**src/rtl/fetch_unit.sv**
```systemverilog
`default_nettype none
// ============================================================================
// Module   : fetch_unit
// Brief    : Instruction fetch stage. Owns PC/IR, shares the RAM port with
//            datapath accesses, stops at HALT. Define FETCH_PREFETCH_EN for a
//            one-entry prefetch buffer.
// Revision : 1.0
// ============================================================================
module fetch_unit #(
  parameter int ADDR_W  = 8,
  parameter int INSTR_W = 16
) (
  input  logic               clk,
  input  logic               rst,
  input  logic [ADDR_W-1:0]  start_pc,
  output logic [INSTR_W-1:0] instr,
  output logic               instr_valid,
  input  logic               instr_ready,
  input  logic               branch_en,
  input  logic [ADDR_W-1:0]  branch_pc,
  input  logic               data_req,
  input  logic               data_we,
  input  logic [ADDR_W-1:0]  data_addr,
  input  logic [INSTR_W-1:0] data_wdata,
  output logic               data_gnt,
  output logic [ADDR_W-1:0]  mem_addr,
  output logic               mem_rd,
  output logic               mem_we,
  output logic [INSTR_W-1:0] mem_wdata,
  input  logic [INSTR_W-1:0] mem_rdata,
  output logic               halted,
  output logic [ADDR_W-1:0]  pc
);

  localparam logic [2:0] c_ST_INIT   = 3'd0;
  localparam logic [2:0] c_ST_ISSUE  = 3'd1;
  localparam logic [2:0] c_ST_WAIT   = 3'd2;
  localparam logic [2:0] c_ST_HOLD   = 3'd3;
  localparam logic [2:0] c_ST_HALTED = 3'd4;
  localparam logic [2:0] c_HALT_OP   = 3'b111;

  logic [2:0]         state_q, state_d;
  logic [ADDR_W-1:0]  pc_q, pc_d;
  logic [INSTR_W-1:0] instr_q, instr_d;
  logic               valid_q, valid_d;
  logic               w_handshake;
  logic               w_is_halt;
  logic               w_fetch_rd;

  assign w_handshake = valid_q & instr_ready;
  assign w_is_halt   = (instr_q[INSTR_W-1 -: 3] == c_HALT_OP);

`ifdef FETCH_PREFETCH_EN
  logic [INSTR_W-1:0] buf_q, buf_d;
  logic               buf_full_q, buf_full_d;
  logic               pf_inflight_q, pf_inflight_d;
  logic               w_pf_issue;

  // Prefetch only into an empty buffer and never past a HALT held in instr.
  assign w_pf_issue = (state_q == c_ST_HOLD) && !buf_full_q && !pf_inflight_q &&
                      !w_is_halt && !data_req && !branch_en;
  assign w_fetch_rd = ((state_q == c_ST_ISSUE) && !data_req) || w_pf_issue;
`else
  assign w_fetch_rd = (state_q == c_ST_ISSUE) && !data_req;
`endif

  always_ff @(posedge clk or posedge rst) begin
    if (rst) begin
      state_q       <= c_ST_INIT;
      pc_q          <= '0;
      instr_q       <= '0;
      valid_q       <= 1'b0;
`ifdef FETCH_PREFETCH_EN
      buf_q         <= '0;
      buf_full_q    <= 1'b0;
      pf_inflight_q <= 1'b0;
`endif
    end else begin
      state_q       <= state_d;
      pc_q          <= pc_d;
      instr_q       <= instr_d;
      valid_q       <= valid_d;
`ifdef FETCH_PREFETCH_EN
      buf_q         <= buf_d;
      buf_full_q    <= buf_full_d;
      pf_inflight_q <= pf_inflight_d;
`endif
    end
  end

  always_comb begin
    state_d = state_q;
    pc_d    = pc_q;
    instr_d = instr_q;
    valid_d = valid_q;
`ifdef FETCH_PREFETCH_EN
    buf_d         = buf_q;
    buf_full_d    = buf_full_q;
    pf_inflight_d = 1'b0;
`endif
    case (state_q)
      c_ST_INIT: begin
        pc_d    = start_pc;
        state_d = c_ST_ISSUE;
      end
      c_ST_ISSUE: begin
        if (branch_en) begin
          pc_d = branch_pc;
        end else if (!data_req) begin
          state_d = c_ST_WAIT;
        end
      end
      c_ST_WAIT: begin
        if (branch_en) begin
          pc_d    = branch_pc;
          valid_d = 1'b0;
          state_d = c_ST_ISSUE;
        end else begin
          instr_d = mem_rdata;
          pc_d    = pc_q + ADDR_W'(1);
          valid_d = 1'b1;
          state_d = c_ST_HOLD;
        end
      end
      c_ST_HOLD: begin
        // A consumed HALT beats a same-cycle branch.
        if (w_handshake && w_is_halt) begin
          valid_d = 1'b0;
          state_d = c_ST_HALTED;
        end else if (branch_en) begin
          pc_d    = branch_pc;
          valid_d = 1'b0;
          state_d = c_ST_ISSUE;
`ifdef FETCH_PREFETCH_EN
          buf_full_d = 1'b0;
`endif
        end else if (w_handshake) begin
`ifdef FETCH_PREFETCH_EN
          if (buf_full_q) begin
            instr_d    = buf_q;
            buf_full_d = 1'b0;
          end else if (pf_inflight_q) begin
            instr_d = mem_rdata;
            pc_d    = pc_q + ADDR_W'(1);
          end else if (w_pf_issue) begin
            valid_d = 1'b0;
            state_d = c_ST_WAIT;
          end else begin
            valid_d = 1'b0;
            state_d = c_ST_ISSUE;
          end
`else
          valid_d = 1'b0;
          state_d = c_ST_ISSUE;
`endif
        end
`ifdef FETCH_PREFETCH_EN
        else if (pf_inflight_q) begin
          buf_d      = mem_rdata;
          buf_full_d = 1'b1;
          pc_d       = pc_q + ADDR_W'(1);
        end else if (w_pf_issue) begin
          pf_inflight_d = 1'b1;
        end
`endif
      end
      c_ST_HALTED: begin
      end
      default: state_d = c_ST_INIT;
    endcase
  end

  always_comb begin
    data_gnt  = data_req && ((state_q == c_ST_ISSUE) || (state_q == c_ST_HOLD) ||
                             (state_q == c_ST_HALTED));
    mem_rd    = 1'b0;
    mem_we    = 1'b0;
    mem_addr  = '0;
    mem_wdata = '0;
    if (data_gnt) begin
      mem_addr  = data_addr;
      mem_we    = data_we;
      mem_wdata = data_wdata;
      mem_rd    = ~data_we;
    end else if (w_fetch_rd) begin
      mem_addr = pc_q;
      mem_rd   = 1'b1;
    end
  end

  assign instr       = instr_q;
  assign instr_valid = valid_q;
  assign halted      = (state_q == c_ST_HALTED);
  assign pc          = pc_q;

endmodule
`default_nettype wire

```
**config.mk**
```make
export PLATFORM = sky130hd
export DESIGN_NAME = fetch_unit
export DESIGN_NICKNAME = d
export VERILOG_FILES = /design/src/rtl/fetch_unit.sv
export SDC_FILE = /design/constraint.sdc
export NUM_CORES = 1
export LEC_CHECK = 0
export ABC_AREA = 1
export CORE_MARGIN = 3
export CORE_UTILIZATION = 40
export CTS_BUF_LIST = sky130_fd_sc_hd__clkbuf_8
export DETAILED_ROUTE_END_ITERATION = 12
export PLACE_DENSITY_LB_ADDON = 0.2
export SKIP_CTS_REPAIR_TIMING = 1
export SLEW_MARGIN = 20
export SYNTH_ARGS = -nofsm -noshare
export SYNTH_HDL_FRONTEND = slang
export SYNTH_SLANG_ARGS = --single-unit
```
**constraint.sdc**
```tcl
create_clock -name clk -period 3.2 [get_ports clk]
set_input_delay 0.64 -clock clk [delete_from_list [all_inputs] [get_ports clk]]
set_output_delay 0.64 -clock clk [all_outputs]
set_load 0.01 [all_outputs]
```
==> Word-level counts from Yosys, hierarchy flattened <==
Cells that the tools add are included.
W data, S select, Z words.
{ "totals": {"ff_bits": 28, "input_bits": 62, "output_inout_bits": 53} }
{ "classes": {"addsub": 1, "eq_ne": 9, "n_mux": 22, "n_bitwise": 4, "n_reduce_logical": 13} }
{ "op_table": {"columns": ["op", "count"], "rows": [
  ["$mux W8", 5],
  ["$pmux W8 S4", 1],
  ["$mux W16", 1],
  ["$mux W3", 5],
  ["$pmux W3 S5", 1],
  ["$add A8 B1 Y8 const B", 1],
  ["$mux W1", 7],
  ["$eq A3 B2 Y1 const B", 2],
  ["$eq A3 B3 Y1 const B", 2],
  ["$ne A2 B2 Y1 const B", 3],
  ["$reduce_and A2 Y1", 3],
  ["$ne A4 B4 Y1 const B", 1],
  ["$reduce_and A4 Y1", 1],
  ["$reduce_bool A4 Y1", 1],
  ["$eq A3 B1 Y1 const B", 1],
  ["$logic_and A1 B1 Y1", 3],
  ["$logic_not A3 Y1", 1],
  ["$not A1 Y1", 3],
  ["$logic_or A1 B1 Y1", 2],
  ["$mux W2", 1],
  ["$pmux W1 S2", 1],
  ["$reduce_bool A2 Y1", 1],
  ["$and A1 B1 Y1", 1],
  ["$logic_not A1 Y1", 1]
]} }

==> Depth between registers and ports, before layout <==
{ "depth": {"depth_word": 5, "depth_mapped": 9, "depth_no_buf": 8} }

==> Worst setup path after synthesis <==
Ideal clock, no wire load.
{ "synth_timing": {"path_kind": "register to output", "from": "register state_q[2]", "to": "output port mem_addr[0]", "arrival_time_ns": 1.151, "required_ns": 2.560, "slack_ns": 1.409, "stages_incl_launch_ff": 8, "cell_sequence": "dfrtp_1 inv_2 nand2_2 inv_2 o21ai_4 inv_2 nand2_1 o21ai_0"} }
{ "synth_via": {"elab_chain_cells": 5, "elab_cells_between_ends": 9, "classes_between": "eq/ne: 3; mux: 2; reduce/logical: 4"} }
{ "synth_rtl": {"columns": ["element", "line_no", "rtl"], "rows": [
  ["start: declaration", "42", "logic [2:0] state_q, state_d;"],
  ["start signal: assignment", "69", "state_q <= c_ST_INIT;"],
  ["start signal: assignment", "79", "state_q <= state_d;"],
  ["$eq A3 B1 Y1 / $eq A3 B2 Y1 (equally long branches)", "174", "data_gnt = data_req && ((state_q == c_ST_ISSUE) || (state_q == c_ST_HOLD) ||"],
  ["$logic_or A1 B1 Y1", "174", null],
  ["$logic_or A1 B1 Y1 *", "174", null],
  ["$logic_and A1 B1 Y1 *", "174", null],
  ["via data_gnt", "25", "output logic data_gnt,"],
  ["$mux W8 *", "180", "if (data_gnt) begin"],
  ["end: declaration", "26", "output logic [ADDR_W-1:0] mem_addr,"]
]} }
The timed path passes the listed nets; every way through them passes the cells marked *.

==> Worst setup path in the final report <==
{ "layout_timing": {"from": "input port data_req", "to": "output port mem_addr[0]"} }
{ "layout_via": {"elab_chain_cells": 4, "elab_cells_between_ends": 5, "classes_between": "mux: 2; reduce/logical: 3"} }
{ "layout_rtl": {"columns": ["element", "line_no", "rtl"], "rows": [
  ["start: declaration", "21", "input logic data_req,"],
  ["$logic_not A1 Y1", null, null],
  ["$logic_and A1 B1 Y1", "64", "assign w_fetch_rd = (state_q == c_ST_ISSUE) && !data_req;"],
  ["$mux W8", "185", "end else if (w_fetch_rd) begin"],
  ["$mux W8 *", "180", null]
]} }
Mark *: on every way between the ends. The rest lies on a longest branch, timed or not.

==> results.sh <==
export IMPL_status="finished clean"
export IMPL_grt_pass1_vias=1829
export IMPL_ys_types=19
export IMPL_cp_start_kind="primary input"
export IMPL_period_needed_ns=2.86
export IMPL_fin_skew_ns=0.00941
export IMPL_clk_latency_ns=0.27
export IMPL_vias=1980
export IMPL_initial_utilization_pct=42.3
export IMPL_synth_top_cell_area_share_pct=40.8
export IMPL_setup_violations=0
export IMPL_p_leak_nw=1.45
export IMPL_finalMaxSlewViolations=0
export IMPL_wire_per_inst_um=11.4
export IMPL_yosysMostFrequentCell="nand2_1"
export IMPL_cap_violations=0
export IMPL_die_w_um=71.5
export IMPL_synth_top_family_by_area="simple AND/OR/NAND/NOR gates"
export IMPL_crit_buf_inv=3
export IMPL_worstPathCellList="clkdlybuf4s50_1 -> o21ai_4 -> inv_2 -> nand2_1 -> o21ai_0 -> clkdlybuf4s50_1"
export IMPL_synth_largest_area_cell="dfrtp_1"
export IMPL_synth_edf_count=0
export IMPL_clock_path_buffers=2
export IMPL_area_growth_pct=72.5
export IMPL_synthTopCellsByArea="dfrtp_1 (41%), nand2_1 (23%), nor2_1 (9.4%), inv_1 (7.0%), nand3_1 (4.1%)"
export IMPL_synth_nets=330
export IMPL_first_pass_iters=4
export IMPL_ys_seq_area_share_pct=40.8
export IMPL_synthAdderAreaFrac_pct=0.728
export IMPL_grt_pass1_wl_mm=8.33
export IMPL_critPathKind="primary input to primary output"
export IMPL_grt_max_degree=25
export IMPL_synthSimpleGateAreaFrac_pct=38.5
export IMPL_crit_slowest_cell="clkdlybuf4s50_1"
export IMPL_arrival_ns=2.22
export IMPL_vias_per_cell=4.59
export IMPL_cts_buffers=3
export IMPL_drive_gt1_share_pct=4.99
export IMPL_hold_path_class="flip-flop to flip-flop"
export IMPL_antenna_found_initial=0
export IMPL_syn_inst=267
export IMPL_whs_ns=0.478
export IMPL_drt_iter0_drc=124
export IMPL_std_cell_rows=23
export IMPL_clockRootBuffer="clkbuf_8"
export IMPL_synth_xor_area_share_pct=0.510
export IMPL_tns_ns=0
export IMPL_gp_routability_congestion=0.846
export IMPL_slowest_delay_ns=0.56
export IMPL_muxShareOfSynthArea_pct=0
export IMPL_synth_compound_area_share_pct=8.59
export IMPL_hold_viol=0
export IMPL_syn_avg_cell_area_um2=6.43
export IMPL_powerDensity_nw_per_um2=722
export IMPL_postPlaceCellArea_um2=2890
export IMPL_htreeDepth=1
export IMPL_die_y_um=71.5
export IMPL_rsz0062_at_grt="false"
export IMPL_worst_slew_pin_slew_ns=0.750
export IMPL_route_detailed_drc=0
export IMPL_period_share_pct=89.5
export IMPL_coreArea_um2=4060
export IMPL_num_nets_final=445
export IMPL_clkSinkCount=28
export IMPL_peakVddDrop_v=0.000456
export IMPL_grt_util_all_layers_pct=19.9
export IMPL_cp_max_fo=19
export IMPL_synthFlopType="dfrtp_1"
export IMPL_netlist_area_um2=1720
export IMPL_drt_antenna_violating_nets=0
export IMPL_routed_wl_mm=4.92
export IMPL_portBuffers=114
export IMPL_worst_path_dominant_cell_family="buffers and inverters"
export IMPL_grt_ovfl_total=0
export IMPL_synthArstFlopShare_pct=100
export IMPL_dp_hpwl_mm=3.99
export IMPL_finalPower_mw=2.14
export IMPL_critPathCaptureType="primary output"
export IMPL_insertedDiodeCount=0
export IMPL_ys_ff_latch=28
export IMPL_slew_headroom_pct=49.9
export IMPL_die_area_um2=5120
export IMPL_timing_fmax_mhz=349
export IMPL_yosys_warnings=0
export IMPL_worstPathRequired_ns=2.56
export IMPL_clk_pin_slew_ns=0.10
export IMPL_synthTopCellsByCount="nand2_1 (103), nor2_1 (43), inv_1 (32), dfrtp_1 (28), nand3_1 (14)"
export IMPL_crit_top_cell="clkdlybuf4s50_1"
export IMPL_final_core_util_pct=73.0
export IMPL_ios=115
export IMPL_cts_tree="yes"
export IMPL_final_area_um2=2960
-- layer usage --
layer / global-route usage (%) / share of wire [%] / up-vias
met5: 0 / 0 / -
met4: 3.13 / 0.30 / 0
met3: 4.49 / 9.6 / 2
met2: 35.1 / 48 / 75
met1: 25.3 / 42 / 870
li1: - / - / 1033
-- cell type report --
class,instances,area [um^2]
clock buffers,3,41.3
clock inverters,1,30.0
fillers,343,1090
inverters,40,150
multi-input cells,194,831
flip-flops and latches,28,701
well taps,50,62.6
repair buffers,115,1150
-- kinds of logic (layout without fill, tap and decap cells) --
group | after synthesis | in the layout
xor gates and xnor gates | 1 | 1
adders and majority gates | 1 | 1
and+or+nand+nor | 165 | 165
DFF | 28 | 28
AOI/OAI and AO/OA | 27 | 27
buffers and inverters | 45 | 159
-- power by group --
part	switching (mW)	internal [mW]	total [mW]	leakage, nW
combinational	0.588	0.618	1.21	1.07
sequential	0.144	0.512	0.656	0.345
clock	0.109	0.167	0.277	0.0357
total	0.842	1.30	2.14	1.45
-- worst reg2reg max path: stages (launching register included) --
cell and delay [ns]:
dfrtp_1 0.44, inv_2 0.11, nand3_2 0.13, nor2_4 0.48, inv_2 0.27, nand2_1 0.12, nand2_1 0.05
-- metrics by stage --
stage	cells	setup WS (ns)
after floorplan	267	1.41
after global placement	427	0.387
after detailed placement	427	0.327
after CTS	431	0.327
after global routing	431	0.167
final	431	0.335
-- cells in the final DEF, fill, tap and decap left out, drive strengths merged --
cell type        n
a21oi            8
buf              1
bufinv           1
clkbuf           3
clkdlybuf4s50  114
dfrtp           28
ha               1
inv             40
nand2          105
nand3           16
nor2            44
o21ai           18
o22ai            1
xor2             1
-- flip-flops by register name, summed over array words and instances, names as in the netlist --
signal / flops
instr_valid: 1
pc: 8
instr: 16
state_q: 3
-- final timing paths --
kind,slack [ns],to,from,depth (start not counted)
worst max register to register,1.50,instr[14]$_DFFE_PP0P_,state_q[2]$_DFFE_PP0P_,6
worst min register to register,0.48,instr[5]$_DFFE_PP0P_,instr[5]$_DFFE_PP0P_,2
worst min-delay path,0.48,instr[5]$_DFFE_PP0P_,instr[5]$_DFFE_PP0P_,2
min in group asynchronous,0.79,instr[4]$_DFFE_PP0P_,rst,2
worst max-delay path,0.34,mem_addr[0],data_req,6
max in group asynchronous,1.79,pc[5]$_DFFE_PP0P_,rst,3
No activity file was read; power rests on OpenSTA's default activity.
